<file path="src/rtl/fu_writeback_arbiter_pkg.sv">
// Shared constants for the FU writeback arbiter: FU indices, sizes and load funct3 encodings.
package fu_writeback_arbiter_pkg;

  localparam int unsigned NumFu  = 5;
  localparam int unsigned Xlen   = 32;
  localparam int unsigned RegW   = 5;
  localparam int unsigned MemIdx = 1;
  localparam int unsigned FuIdxW = 3;

  localparam int unsigned FuAlu  = 0;
  localparam int unsigned FuMem  = 1;
  localparam int unsigned FuMul  = 2;
  localparam int unsigned FuDiv  = 3;
  localparam int unsigned FuJump = 4;

  typedef enum logic [2:0] {
    LdB  = 3'b000,
    LdH  = 3'b001,
    LdW  = 3'b010,
    LdBu = 3'b100,
    LdHu = 3'b101
  } load_op_e;

endpackage

</file>
<file path="src/rtl/load_data_ext.sv">
// Load alignment and sign/zero extension on the mem FU result path (purely combinational).
module load_data_ext
  import fu_writeback_arbiter_pkg::*;
#(
  parameter int unsigned Width = Xlen
) (
  input  logic [2:0]       bhw_i,
  input  logic [1:0]       addr_lo_i,
  input  logic [Width-1:0] din_i,
  output logic [Width-1:0] dout_o
);

  logic [Width-1:0] byte_sh;
  logic [Width-1:0] half_sh;

  assign byte_sh = din_i >> {addr_lo_i, 3'b000};
  // Halves only look at addr bit 1; misalignment is not trapped here.
  assign half_sh = addr_lo_i[1] ? (din_i >> 16) : din_i;

  always_comb begin
    dout_o = din_i;
    case (load_op_e'(bhw_i))
      LdB:     dout_o = {{(Width - 8){byte_sh[7]}}, byte_sh[7:0]};
      LdH:     dout_o = {{(Width - 16){half_sh[15]}}, half_sh[15:0]};
      LdW:     dout_o = din_i;
      LdBu:    dout_o = {{(Width - 8){1'b0}}, byte_sh[7:0]};
      LdHu:    dout_o = {{(Width - 16){1'b0}}, half_sh[15:0]};
      default: dout_o = din_i;
    endcase
  end

endmodule

</file>
<file path="src/rtl/fu_writeback_arbiter.sv">
// One-entry result buffer per FU, round-robin retirement of one result per cycle onto the
// register-file write port and scoreboard release bus.
module fu_writeback_arbiter
  import fu_writeback_arbiter_pkg::*;
#(
  parameter int unsigned NUM_FU   = NumFu,
  parameter int unsigned XLEN     = Xlen,
  parameter int unsigned REG_W    = RegW,
  parameter int unsigned MEM_IDX  = MemIdx,
  parameter int unsigned FU_IDX_W = FuIdxW
) (
  input  logic                      clk,
  input  logic                      rst,
  input  logic [NUM_FU-1:0]         fu_valid,
  input  logic [NUM_FU*REG_W-1:0]   fu_rd,
  input  logic [NUM_FU*XLEN-1:0]    fu_data,
  input  logic [2:0]                mem_bhw,
  input  logic [1:0]                mem_addr_lo,
  output logic [NUM_FU-1:0]         fu_stall,
  output logic                      wb_valid,
  output logic                      wb_we,
  output logic [REG_W-1:0]          wb_rd,
  output logic [XLEN-1:0]           wb_data,
  output logic [FU_IDX_W-1:0]       wb_fu
);

  logic [NUM_FU-1:0]   full_q, full_d;
  logic [FU_IDX_W-1:0] rr_q, rr_d;
  logic [REG_W-1:0]    rd_q   [NUM_FU];
  logic [XLEN-1:0]     data_q [NUM_FU];

  logic [NUM_FU-1:0]   grant;
  logic [NUM_FU-1:0]   capture;
  logic                gnt_vld;
  logic [FU_IDX_W-1:0] gnt_idx;
  logic [XLEN-1:0]     mem_ext;
  logic [XLEN-1:0]     cap_data [NUM_FU];

  load_data_ext #(
    .Width (XLEN)
  ) u_load_ext (
    .bhw_i     (mem_bhw),
    .addr_lo_i (mem_addr_lo),
    .din_i     (fu_data[MEM_IDX*XLEN +: XLEN]),
    .dout_o    (mem_ext)
  );

  // Round-robin scan of full buffers starting at rr_q, wrapping modulo NUM_FU.
  always_comb begin
    logic [FU_IDX_W:0] sum;
    sum     = '0;
    gnt_vld = 1'b0;
    gnt_idx = '0;
    grant   = '0;
    for (int unsigned off = 0; off < NUM_FU; off++) begin
      sum = {1'b0, rr_q} + (FU_IDX_W + 1)'(off);
      if (sum >= (FU_IDX_W + 1)'(NUM_FU)) begin
        sum = sum - (FU_IDX_W + 1)'(NUM_FU);
      end
      if (!gnt_vld && full_q[sum[FU_IDX_W-1:0]]) begin
        gnt_vld = 1'b1;
        gnt_idx = sum[FU_IDX_W-1:0];
      end
    end
    if (gnt_vld) begin
      grant[gnt_idx] = 1'b1;
    end
  end

  always_comb begin
    rr_d = rr_q;
    if (gnt_vld) begin
      rr_d = (gnt_idx == FU_IDX_W'(NUM_FU - 1)) ? '0 : gnt_idx + FU_IDX_W'(1);
    end
  end

  // A granted buffer drains this cycle, so it may be refilled at the same edge.
  assign fu_stall = full_q & ~grant;
  assign capture  = fu_valid & ~fu_stall;
  assign full_d   = (full_q & ~grant) | capture;

  always_comb begin
    for (int unsigned i = 0; i < NUM_FU; i++) begin
      cap_data[i] = (i == MEM_IDX) ? mem_ext : fu_data[i*XLEN +: XLEN];
    end
  end

  always_ff @(posedge clk) begin
    if (rst) begin
      full_q <= '0;
      rr_q   <= '0;
      for (int unsigned i = 0; i < NUM_FU; i++) begin
        rd_q[i]   <= '0;
        data_q[i] <= '0;
      end
    end else begin
      full_q <= full_d;
      rr_q   <= rr_d;
      for (int unsigned i = 0; i < NUM_FU; i++) begin
        if (capture[i]) begin
          rd_q[i]   <= fu_rd[i*REG_W +: REG_W];
          data_q[i] <= cap_data[i];
        end
      end
    end
  end

  assign wb_valid = gnt_vld;
  assign wb_rd    = gnt_vld ? rd_q[gnt_idx] : '0;
  assign wb_data  = gnt_vld ? data_q[gnt_idx] : '0;
  assign wb_fu    = gnt_vld ? gnt_idx : '0;
  assign wb_we    = gnt_vld && (wb_rd != '0);

endmodule

</file>
<file path="config.mk">
export PLATFORM = sky130hd
export DESIGN_NAME = fu_writeback_arbiter
export DESIGN_NICKNAME = d
export VERILOG_FILES = /design/src/rtl/fu_writeback_arbiter_pkg.sv /design/src/rtl/load_data_ext.sv /design/src/rtl/fu_writeback_arbiter.sv
export SDC_FILE = /design/constraint.sdc
export NUM_CORES = 1
export LEC_CHECK = 0
export ABC_AREA = 1
export CORE_UTILIZATION = 45
export DETAILED_ROUTE_END_ITERATION = 7
export GPL_TIMING_DRIVEN = 1
export PLACE_DENSITY = 0.73
export SLEW_MARGIN = 20
export SYNTH_ARGS = -nofsm -noshare
export SYNTH_HDL_FRONTEND = slang
export SYNTH_SLANG_ARGS = --single-unit
</file>
<file path="constraint.sdc">
create_clock -name clk -period 5.3 [get_ports clk]
set_input_delay 0.795 -clock clk [delete_from_list [all_inputs] [get_ports clk]]
set_output_delay 0.795 -clock clk [all_outputs]
set_load 0.01 [all_outputs]
</file>
## After elaboration in Yosys (flattened, before gate mapping)

Memories as Yosys holds them, arrays and structs flattened.
Index checks and enable logic that the tools add are counted.

- Register bits after elaboration: 8
- Bits in writable memories: 185
- Bits of input ports: 197
- Output and inout port bits: 47
- Logic and storage cells: 119
- Memories: 2

Memory list:

| name | words | bits a word | rd ports | clocked after memory_dff | write ports | RTL line | RTL |
|---|---|---|---|---|---|---|---|
| data_q | 5 | 32 | 1 | 0 | 5 | fu_writeback_arbiter.sv:30 | `logic [XLEN-1:0] data_q [NUM_FU];` |
| rd_q | 5 | 5 | 1 | 0 | 5 | fu_writeback_arbiter.sv:29 | `logic [REG_W-1:0] rd_q [NUM_FU];` |

- Add/subtract/negate cells: 10
- Magnitude comparators: 12
- Equal/unequal tests: 4
- Shift-type cells: 1
- Mux-type cells: 61
- Bitwise logic cells: 15
- Reductions and logical operators: 12

Operators by type and width:

| kind | count |
|---|---|
| $mux 32 | 6 |
| $pmux 32 s4 | 1 |
| $mux 3 | 12 |
| $mux 5 | 7 |
| $shr 32x5->8 | 1 |
| $mux 1 | 28 |
| $lt 3x4->1 const B | 6 |
| $ge 4x3->1 const B | 4 |
| $mux 16 | 1 |
| $bmux 1 s3 | 5 |
| $sub 3x3->3 const B | 5 |
| $and 5x5->5 | 2 |
| $not 5->5 | 2 |
| $or 1x1->1 | 10 |
| $eq 3x3->1 const B | 3 |
| $add 3x2->4 const B | 2 |
| $logic_and 1x1->1 | 6 |
| $or 5x5->5 | 1 |
| $reduce_bool 5->1 | 1 |
| $add 3x1->4 const B | 1 |
| $add 3x3->4 const B | 1 |
| $logic_not 1->1 | 4 |
| $add 3x1->3 const B | 1 |
| $demux 1 s3 | 1 |
| other kinds (4) | 4 |

## Depth between registers and ports, before layout

Gate-level depths: netlist of run 1.

- Depth after elaboration: 30
- Gate-level depth with buffers: 28
- Mapped depth without buffers: 26

## Cells and area by module

Synthesis of run 1 repeated with hierarchy kept, for this count alone.

- Cell total of the unflattened synthesis: 1305
- Area, all modules: 11275.8 um2

Modules (own cells, without submodules):

| module | times used | cells each | area an instance (um2) | seq. area each (um2) |
|---|---|---|---|---|
| fu_writeback_arbiter | 1 | 1109 | 10261.1 | 5715.5 |
| load_data_ext | 1 | 196 | 1014.7 | 0.0 |

## Worst setup path before layout of run 1

OpenSTA, ideal clock, no wires.

- Path type: reg2out
- From: register rr_q[0]
- To: output port wb_data[15]
- Data arrival time: 3133 ps
- Required time: 4505 ps
- Slack: 1372 ps
- Stages on the path, launching flop included: 24
- Buffers on the path: 2
- Cell sequence: dfxtp_1 inv_2 ha_1 inv_1 fa_1 inv_1 nand2_1 nand2_1 nand2_1 nand2_1 nand3_1 nand2_1 nand2_1 nand2_2 nand3_1 nor2_1 nor2_1 nand3_1 buf_4 clkbuf_1 nor2_1 o21ai_0 o211ai_1 nor2_1

- Word-level cells in the longest chain between the ends: 19
- Elaborated cells between the ends (all ways): 49
- Classes of those cells: 9 x add/sub; 5 x order compare; 26 x mux; 8 x reduce/logical; 1 x memory

RTL lines:

| element | RTL line | RTL |
|---|---|---|
| start, declared | fu_writeback_arbiter.sv:28 | `logic [FU_IDX_W-1:0] rr_q, rr_d;` |
| start signal, assigned | fu_writeback_arbiter.sv:98 | `rr_q <= rr_d;` |
| parallel branches: the longest is 18 deep, another holds $add 3x1->4 | n/a |  |
| $mux 32 * | fu_writeback_arbiter.sv:110 | `assign wb_data = gnt_vld ? data_q[gnt_idx] : '0;` |
| end, declared | fu_writeback_arbiter.sv:23 | `output logic [XLEN-1:0] wb_data,` |

Mark *: on every way between the ends. The select of a mux whose other input is x is not followed.

## Worst setup path after layout of run 1

- From: register rr_q[1]
- To: output port wb_we

- Word-level cells in the longest chain between the ends: 21
- Elaborated cells between the ends (all ways): 51
- Classes of those cells: 9 x add/sub; 5 x order compare; 26 x mux; 10 x reduce/logical; 1 x memory

RTL lines:

| element | RTL line | RTL |
|---|---|---|
| parallel branches: the longest is 20 deep, another holds $add 3x1->4 | n/a |  |
| $logic_and 1x1->1 * | fu_writeback_arbiter.sv:112 | `assign wb_we = gnt_vld && (wb_rd != '0);` |
| end, declared | fu_writeback_arbiter.sv:21 | `output logic wb_we,` |

Marked as above.

==> results.yml, run 1 <==
status:
  outcome: "complete, no violations"
cells_and_area:
  num_antenna_cells: 0
  seq_area_sq_um: 5720
  syn2layout_area_growth_pct: 34.8
  instances_no_fill: 1883
  n_fill_cell: 2057
  drive_gt1_frac: 0.171
  nNetsFinal: 1758
  multi_input_area_sq_um: 3900
route:
  post_drt_via_cell_ratio: 5.03
  num_vias: 9474
  final_antenna_net_count: 0
  finalWirelength_um: 32600
  drc: 0
  dr.first_iter.drc_count: 785
  wl_per_cell_um: 17.3
  dr.pass1.iters: 7
flow_run:
  maxCapViolCount: 0
timing:
  clock_skew_ns: 0.00786
  slew_violations: 0
  maxSlewHeadroom: 0.325
  fin_crit_sh: 0.970
  fmax_mhz: 195
  tightest_slew_ns: 1.01
  final.min_clock_period_ns: 5.14
  hold_viol: 0
  rsz0062_at_grt: "yes"
  finalSetupViolations: 0
floorplan:
  die_x_um: 157
  rows: 56
  start_util: 0.458
  die_area_sq_um: 24500
  fp.dieH_um: 157
  core_area_sq_um: 23500
  pin_count: 244
worst_setup_path:
  critPathSlowestCell: "clkdlybuf4s50_1"
  crit_family: "simple AND/OR/NAND/NOR gates"
  crit_buf_inv: 6
  crit_arrival_ns: 4.34
  cp_data_required_time_ns: 4.51
  cp-start-kind: "flop"
  path_cells: "clkinvlp_4 -> buf_4 -> ha_1 -> nand2_2 -> nand4_1 -> nand2_2 -> nand2_1 -> nand3_2 -> nand3_2 -> nand2_4 -> nand2_2 -> nor2_8 -> nand4_1 -> nand3_4 -> buf_4 -> buf_6 -> buf_6 -> nor2_1 -> o21ai_0 -> nand3_1 -> nand2_1 -> nor2_1 -> nand2_1 -> clkdlybuf4s50_1"
  r2r-end: "data_q[0][15]$_SDFFCE_PN0P_"
  crit_type: "flop to output port"
  rrSetupSlack_ns: 0.93
  endpoint_kind: "output port"
  critPathMaxStageDelay_ns: 0.53
  critPathMaxFanout: 10
  crit-reg2reg-launch: "rr_q[1]$_SDFFE_PP0P_"
  reg2reg_depth: 22
grt:
  first_global_vias: 8726
  overflow: 0
  grt_pass1_wl_um: 48400
  grt_usage: 0.262
  grt_max_degree: 85
  antenna_found_initial: 2
worst_hold_path:
  hp-class: "flop to flop"
  whs_path_depth: 2
  hp-start: "full_q[0]$_SDFF_PP0_"
  min_to: "full_q[0]$_SDFF_PP0_"
yosys:
  synthesis.nets: 1511
  synthArstFlopShare: 0
  ys_ff_latch: 193
  synthCells: 1304
  syn_area_per_cell_sq_um: 8.24
  synth_cell_types: 42
  synth_seq_area_share: 0.532
  syn_area_sq_um: 10700
  synth_flop_cell: "edfxtp_1"
  yosys_warnings: 0
  synth_edf_count: 185
clock_network:
  cts_root_buffer: "clkbuf_16"
  tritoncts: "built"
  cts.sinks: 193
  numCtsBuffers: 17
  htreeDepth: 4
  path_clk_slew_ns: 0.08
  clkLatencyLatePin_ns: 0.43
  cts_hold_buf: 0
  cts.path.max_buffers: 2
placement:
  numPortBuffers: 243
  dpl.hpwl_um: 23000
  place.gp.congestion: 0.940
  dp.cells: 1829
## metal layers
metal,vias up,routed length (um),GRT usage
met1,4439,14600,0.379
li1,4627,-,-
met3,48,2160,0.0291
met4,4,785,0.0906
met5,-,22,0
met2,356,15100,0.410
## placed cells by master (no fill, tap or decap), types with 2 or more instances in the layout
| cell type | Yosys | final |
|---|---|---|
| nand2_1 | 324 | 317 |
| clkdlybuf4s50_1 | 0 | 235 |
| edfxtp_1 | 185 | 185 |
| nor2_1 | 190 | 184 |
| inv_1 | 135 | 133 |
| inv_2 | 118 | 118 |
| o21ai_0 | 103 | 74 |
| nand3_1 | 40 | 37 |
| buf_4 | 6 | 33 |
| o21ai_1 | 6 | 26 |
| o211ai_1 | 23 | 23 |
| a21oi_1 | 21 | 21 |
| clkbuf_16 | 0 | 19 |
| nand2_2 | 8 | 13 |
| o21a_1 | 12 | 12 |
| o21ai_2 | 1 | 10 |
| or2_2 | 10 | 10 |
| nand4_1 | 9 | 9 |
| ha_1 | 9 | 8 |
| o32ai_1 | 7 | 7 |
| inv_8 | 0 | 7 |
| dlymetal6s2s_1 | 0 | 7 |
| nand3_2 | 4 | 6 |
| dfxtp_1 | 8 | 6 |
| buf_12 | 0 | 6 |
| nor2_2 | 2 | 5 |
| a211oi_2 | 0 | 5 |
| nand3_4 | 1 | 4 |
| nor2_4 | 1 | 4 |
| a211oi_1 | 10 | 4 |
| inv_6 | 0 | 4 |
| buf_6 | 12 | 4 |
| nand2_4 | 1 | 3 |
| clkinv_1 | 2 | 3 |
| clkinvlp_4 | 0 | 2 |
| clkinv_8 | 0 | 2 |
## how the worst max path moves through the flow
stage / depth (start not counted) / startpoint / slack [ns] / endpoint
2_1_floorplan: 23 / rr_q[0]$_SDFFE_PP0P_ / 1.37 / wb_data[15]
3_3_place_gp: 19 / rr_q[1]$_SDFFE_PP0P_ / 0.16 / wb_data[24]
3_5_place_dp: 19 / rr_q[1]$_SDFFE_PP0P_ / 0.17 / wb_data[2]
4_1_cts: 24 / rr_q[0]$_SDFFE_PP0P_ / 0.003 / wb_data[24]
5_1_grt: 24 / rr_q[1]$_SDFFE_PP0P_ / -0.10 / wb_we
6_report: 24 / rr_q[1]$_SDFFE_PP0P_ / 0.16 / wb_we
## tightest hold or removal path: stages, from the launching register on
cell and delay [ns]:
dfxtp_1 0.33, nand2_2 0.08, a21oi_1 0.06
## logic make-up (layout without fill, tap and decap cells)
logic type | count (synthesis) | after routing | share of synthesized area
flops | 193 | 193 | 0.532
fa+ha+maj | 10 | 10 | 0.0123
buf+inv | 318 | 576 | 0.124
xor+xnor | 2 | 2 | 0.00233
compound gates | 186 | 186 | 0.101
simple gates | 595 | 597 | 0.228
## state kept, by name, indices dropped and copies added (netlist names)
register	flops
data_q	160
full_q	5
rd_q	25
rr_q	3
## timing repair
| item | CTS | global route |
|---|---|---|
| pin swaps | 3 | 12 |
| setup buffers | 5 | 13 |
| resized for setup | 16 | 65 |
| gates cloned | 1 | 3 |
| endpoints found under the setup margin | 30 | 38 |
## cells in the mapped netlist, types with 2 or more instances
cell      count  share of area
buf_4         6         0.0042
edfxtp_1    185           0.52
nand2_1     324           0.11
nand3_2       4         0.0037
nand3_1      40          0.019
o32ai_1       7         0.0057
o21a_1       12         0.0084
a211oi_1     10         0.0070
o21ai_1       6         0.0028
dfxtp_1       8          0.015
nand4_1       9         0.0052
inv_1       135          0.047
o21ai_0     103          0.048
nor2_2        2         0.0012
buf_6        12          0.013
nor2_1      190          0.066
clkinv_1      2        0.00070
nand2_2       8         0.0047
buf_1         3         0.0010
or2_2        10         0.0058
ha_1          9          0.010
a21oi_1      21         0.0098
clkbuf_1     30          0.010
inv_2       118          0.041
buf_2        11         0.0051
o211ai_1     23          0.016
## stage by stage
step	worst slack, ns	hold WS (ns)	utilization	instance area, sq um	setup TNS (ns)
global route	-0.101	0.548	0.617	14500	-0.116
finish	0.161	0.507	0.617	14500	0
detailed placement	0.169	0.490	0.575	13500	0
floorplan	1.37	0.469	-	10700	0
global placement	0.157	0.485	0.575	13500	0
CTS	0.00267	0.503	0.603	14200	0
## cell type report
class	count	area share
tap	319	0.0275
clock inverter	15	0.0109
timing repair buffer	289	0.202
inverter	255	0.0665
multi-input combinational	795	0.269
sequential	193	0.395
clock buffer	17	0.0294
Power of run 1 is left out: the tool's default activity adds up to more than one toggle a clock period on the data nets, which glitch-free logic cannot reach.
==> run 2, diff against run 1 <==
- DONT_BUFFER_PORTS: default -> 1
- PLACE_DENSITY: 0.73 -> default
==> run 2 against run 1 <==
  * Critical path type unchanged
  * Cell area down 19%
  * Non-clock buffer count decreased by 266
  * Register-to-register slack worse by 0.19 ns
  * First-iteration DRC count shrank 14%
  * Setup slack better by 0.21 ns
  * Flip-flop and latch count stayed put
  * Wire length fell by 9.3%
  * Highest routed layer is now met4
  * Fmax grew 4.2%
  * Die area did not move
==> results.yml, run 2 (synthesis results as in run 1) <==
status:
  outcome: "complete, no violations"
route:
  maxUsedRoutingLayer: "met4"
  dr.pass1.iters: 7
  drc: 0
  finalWirelength_um: 29600
  met1_length_um: 14200
  wl_met3_um: 2130
  wl_per_cell_um: 18.3
  num_vias: 8268
  dr_wl_met2_um: 12900
  post_drt_via_cell_ratio: 5.12
  dr.first_iter.drc_count: 679
  final_antenna_net_count: 0
cells_and_area:
  layout_common_cells: "nand2_1 (320), edfxtp_1 (185), nor2_1 (178)"
  syn2layout_area_growth_pct: 8.73
  multi_input_area_sq_um: 3820
  n_fill_cell: 2302
  num_antenna_cells: 0
  nNetsFinal: 1491
  reg_top3: "data_q (160), rd_q (25), full_q (5)"
  largest_register_ffs: 160
  drive_gt1_frac: 0.177
  instances_no_fill: 1615
  regMostFlops: "data_q"
  final_common_cell: "nand2_1"
  seq_area_sq_um: 5720
floorplan:
  start_util: 0.458
  core_area_sq_um: 23500
  pin_count: 244
  die_area_sq_um: 24500
  rows: 56
  die_x_um: 157
  fp.dieH_um: 157
clock_network:
  cts.sinks: 193
  numCtsBuffers: 17
  path_clk_slew_ns: 0.07
  cts.path.max_buffers: 2
  cts_root_buffer: "clkbuf_16"
  tritoncts: "built"
  cts_hold_buf: 0
  htreeDepth: 4
  clkLatencyLatePin_ns: 0.44
timing:
  finalSetupViolations: 0
  clock_skew_ns: 0.0113
  finalWorstSetupSlack_ns: 0.370
  fmax_mhz: 203
  maxSlewHeadroom: 0.443
  fin_crit_sh: 0.930
  final.min_clock_period_ns: 4.93
  rsz0062_at_grt: "no"
  hold_viol: 0
  setup_tns_ns: 0
  slew_violations: 0
  tightest_slew_ns: 0.832
worst_setup_path:
  crit_family: "simple AND/OR/NAND/NOR gates"
  crit_arrival_ns: 4.14
  critPathMaxFanout: 24
  crit_type: "flop to output port"
  cpMostUsedCell: "nand2_1"
  path_cells: "inv_4 -> ha_1 -> inv_1 -> fa_1 -> inv_1 -> nand2_1 -> nand2_1 -> nand2_1 -> nand2_1 -> nand3_1 -> nand2_1 -> nand2_1 -> nand2_2 -> nand3_1 -> nor2_1 -> nor2_4 -> nand2_1 -> nor2_4 -> clkbuf_16 -> o21ai_0 -> a211oi_2"
  critPathMaxStageDelay_ns: 0.54
  critPathSlowestCell: "o21ai_0"
  crit_buf_inv: 4
  cp-start-kind: "flop"
  endpoint_kind: "output port"
  cp_data_required_time_ns: 4.51
placement:
  dp.cells: 1580
  dpl.hpwl_um: 21100
  numPortBuffers: 0
  place.gp.congestion: 0.902
  pre_cts_ws_ns: 0.584
worst_hold_path:
  hp-class: "input port to flop"
grt:
  grt_max_degree: 86
  overflow: 0
  antenna_found_initial: 0
  grt_usage: 0.238
  first_global_vias: 7714
  grt_pass1_wl_um: 43300
flow_run:
  maxCapViolCount: 0
-- run 2: worst register-to-register path, stage by stage (launching register included) --
cell     delay (ns)
dfxtp_1        0.34
inv_4          0.14
ha_1           0.24
inv_1          0.07
fa_1           0.40
inv_1          0.09
nand2_1        0.13
nand2_1        0.13
nand2_1        0.13
nand2_1        0.08
nand3_1        0.06
nand2_1        0.07
nand2_1        0.05
nand2_2        0.16
nand3_1        0.14
nor2_1         0.20
nor2_4         0.09
nand3_4        0.19
buf_4          0.24
nand2_1        0.09
nand2_1        0.12
nand2_1        0.09
nand2_1        0.09
inv_2          0.05
nand4_4        0.06
buf_4          0.62
nand2_1        0.20
inv_1          0.15
-- run 2: cell type report --
type | count | area share
Sequential cell | 193 | 0.489
Multi-Input combinational cell | 794 | 0.327
Inverter | 255 | 0.0821
Clock buffer | 18 | 0.0367
Tap cell | 319 | 0.0342
Timing Repair Buffer | 23 | 0.0219
Clock inverter | 13 | 0.00921
-- run 2: path summary, 6_finish.rpt --
check | from | endpoint | slack [ns] | depth (start not counted)
setup / recovery | rr_q[0]$_SDFFE_PP0P_ | wb_data[23] | 0.37 | 21
hold / removal | rst | rr_q[2]$_SDFFE_PP0P_ | 0.42 | 1
hold reg to reg | full_q[0]$_SDFF_PP0_ | full_q[0]$_SDFF_PP0_ | 0.50 | 2
setup reg to reg | rr_q[0]$_SDFFE_PP0P_ | data_q[0][2]$_SDFFCE_PN0P_ | 0.74 | 27
-- run 2: repair_timing --
action,in CTS,in global routing
setup endpoints to repair,0,37
setup buffers,0,1
resized for setup,0,42
-- run 2: metrics by stage --
stage / util / hold WS (ns) / cell area [sq um]
floorplan: - / 0.469 / 10700
global placement: 0.469 / 0.482 / 11000
detailed placement: 0.469 / 0.487 / 11000
CTS: 0.491 / 0.406 / 11500
global route: 0.498 / 0.408 / 11700
finish: 0.498 / 0.423 / 11700
-- run 2: layer usage --
layer,track usage,up-vias
met5,0,-
met4,0.0584,0
met3,0.0476,24
met2,0.357,314
met1,0.352,3847
li1,-,4083
Power of run 2 is left out for the same reason.
==> run 3, diff against run 2 <==
- TNS_END_PERCENT: default -> 20
==> run 3 against run 2 <==
  * Hold slack got worse by 0.00052 ns
  * Fmax is 0.36% lower
  * Wire length down 0.91%
  * Setup slack worse by 0.018 ns
  * Sequential share of layout area up 0.13 points
  * Clock skew fell by 0.0015 ns
  * Via count down 0.58%
  * Clock-buffer cell count unchanged
  * Critical endpoint is now wb_data[17]
==> results.yml, run 3 (synthesis results as in run 1) <==
status:
  outcome: "complete, no violations"
worst_setup_path:
  critical_path.startpoint: "rr_q[0]$_SDFFE_PP0P_"
  endpoint_kind: "output port"
  reg2reg_depth: 27
  rrSetupSlack_ns: 0.71
  crit_type: "flop to output port"
  cp_data_required_time_ns: 4.51
  crit_path_end: "wb_data[17]"
  crit-reg2reg-launch: "rr_q[0]$_SDFFE_PP0P_"
  r2r-end: "data_q[0][2]$_SDFFCE_PN0P_"
  crit_arrival_ns: 4.15
  critPathMaxFanout: 11
  cp-start-kind: "flop"
grt:
  use_met1: 0.352
  busiest_layer: "met2"
  overflow: 0
  grt_usage: 0.238
  grt_pass1_wl_um: 43300
  first_global_vias: 7714
  antenna_found_initial: 0
  grt_max_degree: 86
  grt_use_met3: 0.0476
  met2_usage: 0.357
floorplan:
  rows: 56
  die_x_um: 157
  fp.dieH_um: 157
  pin_count: 244
  die_area_sq_um: 24500
  start_util: 0.458
  core_area_sq_um: 23500
timing:
  maxSlewHeadroom: 0.434
  final.min_clock_period_ns: 4.95
  fmax_mhz: 202
  slew_violations: 0
  clock_skew_ns: 0.00984
  tightest_slew_ns: 0.847
  finalSetupViolations: 0
  rsz0062_at_grt: "no"
  fin_crit_sh: 0.934
  hold_viol: 0
  setup_tns_ns: 0
route:
  post_drt_via_cell_ratio: 5.09
  final_antenna_net_count: 0
  num_vias: 8220
  dr.pass1.iters: 7
  drc: 0
  finalWirelength_um: 29300
  dr.first_iter.drc_count: 647
  wl_per_cell_um: 18.2
clock_network:
  cts_hold_buf: 0
  htreeDepth: 4
  clkLatencyLatePin_ns: 0.44
  tritoncts: "built"
  cts.path.max_buffers: 2
  numCtsBuffers: 17
  cts_root_buffer: "clkbuf_16"
  path_clk_slew_ns: 0.07
  cts.sinks: 193
worst_hold_path:
  hp-class: "input port to flop"
cells_and_area:
  nNetsFinal: 1490
  layout_common_cells: "nand2_1 (320), edfxtp_1 (185), nor2_1 (178)"
  reg_top3: "data_q (160), rd_q (25), full_q (5)"
  drive_gt1_frac: 0.175
  num_antenna_cells: 0
  regMostFlops: "data_q"
  final_common_cell: "nand2_1"
  syn2layout_area_growth_pct: 8.45
  largest_register_ffs: 160
flow_run:
  maxCapViolCount: 0
placement:
  numPortBuffers: 0
  dpl.hpwl_um: 21100
  place.gp.congestion: 0.902
run 3: cell count changes in the layout (fill, tap and decap cells not counted), sizes merged:
cell / previous run / this run
clkbuf: 20 / 19
run 3: layer usage:
| layer | wire length (um) | part of all wire |
|---|---|---|
| met4 | 385 | 0.013 |
| met3 | 1920 | 0.066 |
| met5 | 0 | 0 |
| met2 | 12800 | 0.44 |
| met1 | 14200 | 0.48 |
run 3: worst min path at each step:
stage                         startpoint              endpoint  slack, ns  cells past startpoint
floorplan           full_q[0]$_SDFF_PP0_  full_q[0]$_SDFF_PP0_       0.47                      2
global placement    full_q[0]$_SDFF_PP0_  full_q[0]$_SDFF_PP0_       0.48                      2
detailed placement  full_q[0]$_SDFF_PP0_  full_q[0]$_SDFF_PP0_       0.49                      2
CTS                                  rst  rr_q[2]$_SDFFE_PP0P_       0.41                      1
global route                         rst  full_q[2]$_SDFF_PP0_       0.41                      1
finish                               rst  rr_q[2]$_SDFFE_PP0P_       0.42                      1
run 3: layout make-up:
class                   instances  area (sq um)
fillers                      2303         11800
clock inverters                13           108
flip-flops and latches        193          5720
inverters                     255           960
repair buffers                 22           231
well taps                     319           399
clock buffers                  18           429
multi-input cells             794          3810
run 3: repair_timing:
item	4_1_cts	5_1_grt
setup endpoints to repair	0	37
setup buffers	0	1
gates resized for setup	0	41
run 3: through the flow:
step                hold slack, ns  cell area (sq um)  instances   util  worst slack, ns
floorplan                    0.469              10700       1304      -             1.37
global placement             0.482              11000       1580  0.469            0.539
detailed placement           0.487              11000       1580  0.469            0.584
CTS                          0.406              11500       1611  0.491            0.105
global route                 0.408              11700       1614  0.497           0.0749
finish                       0.423              11700       1614  0.497            0.352
run 3: critical path: stages (launching register included):
cell and delay, ns:
dfxtp_1 0.34, inv_4 0.14, ha_1 0.23, inv_1 0.07, fa_1 0.40, inv_1 0.09, nand2_1 0.13, nand2_1 0.14
nand2_1 0.13, nand2_1 0.08, nand3_1 0.06, nand2_1 0.07, nand2_1 0.06, nand2_2 0.16, nand3_1 0.14, nor2_1 0.20
nor2_4 0.09, nand3_4 0.19, buf_4 0.24, nor2_1 0.06, o21a_1 0.23, a211oi_1 0.45
Power of run 3 is left out for the same reason.
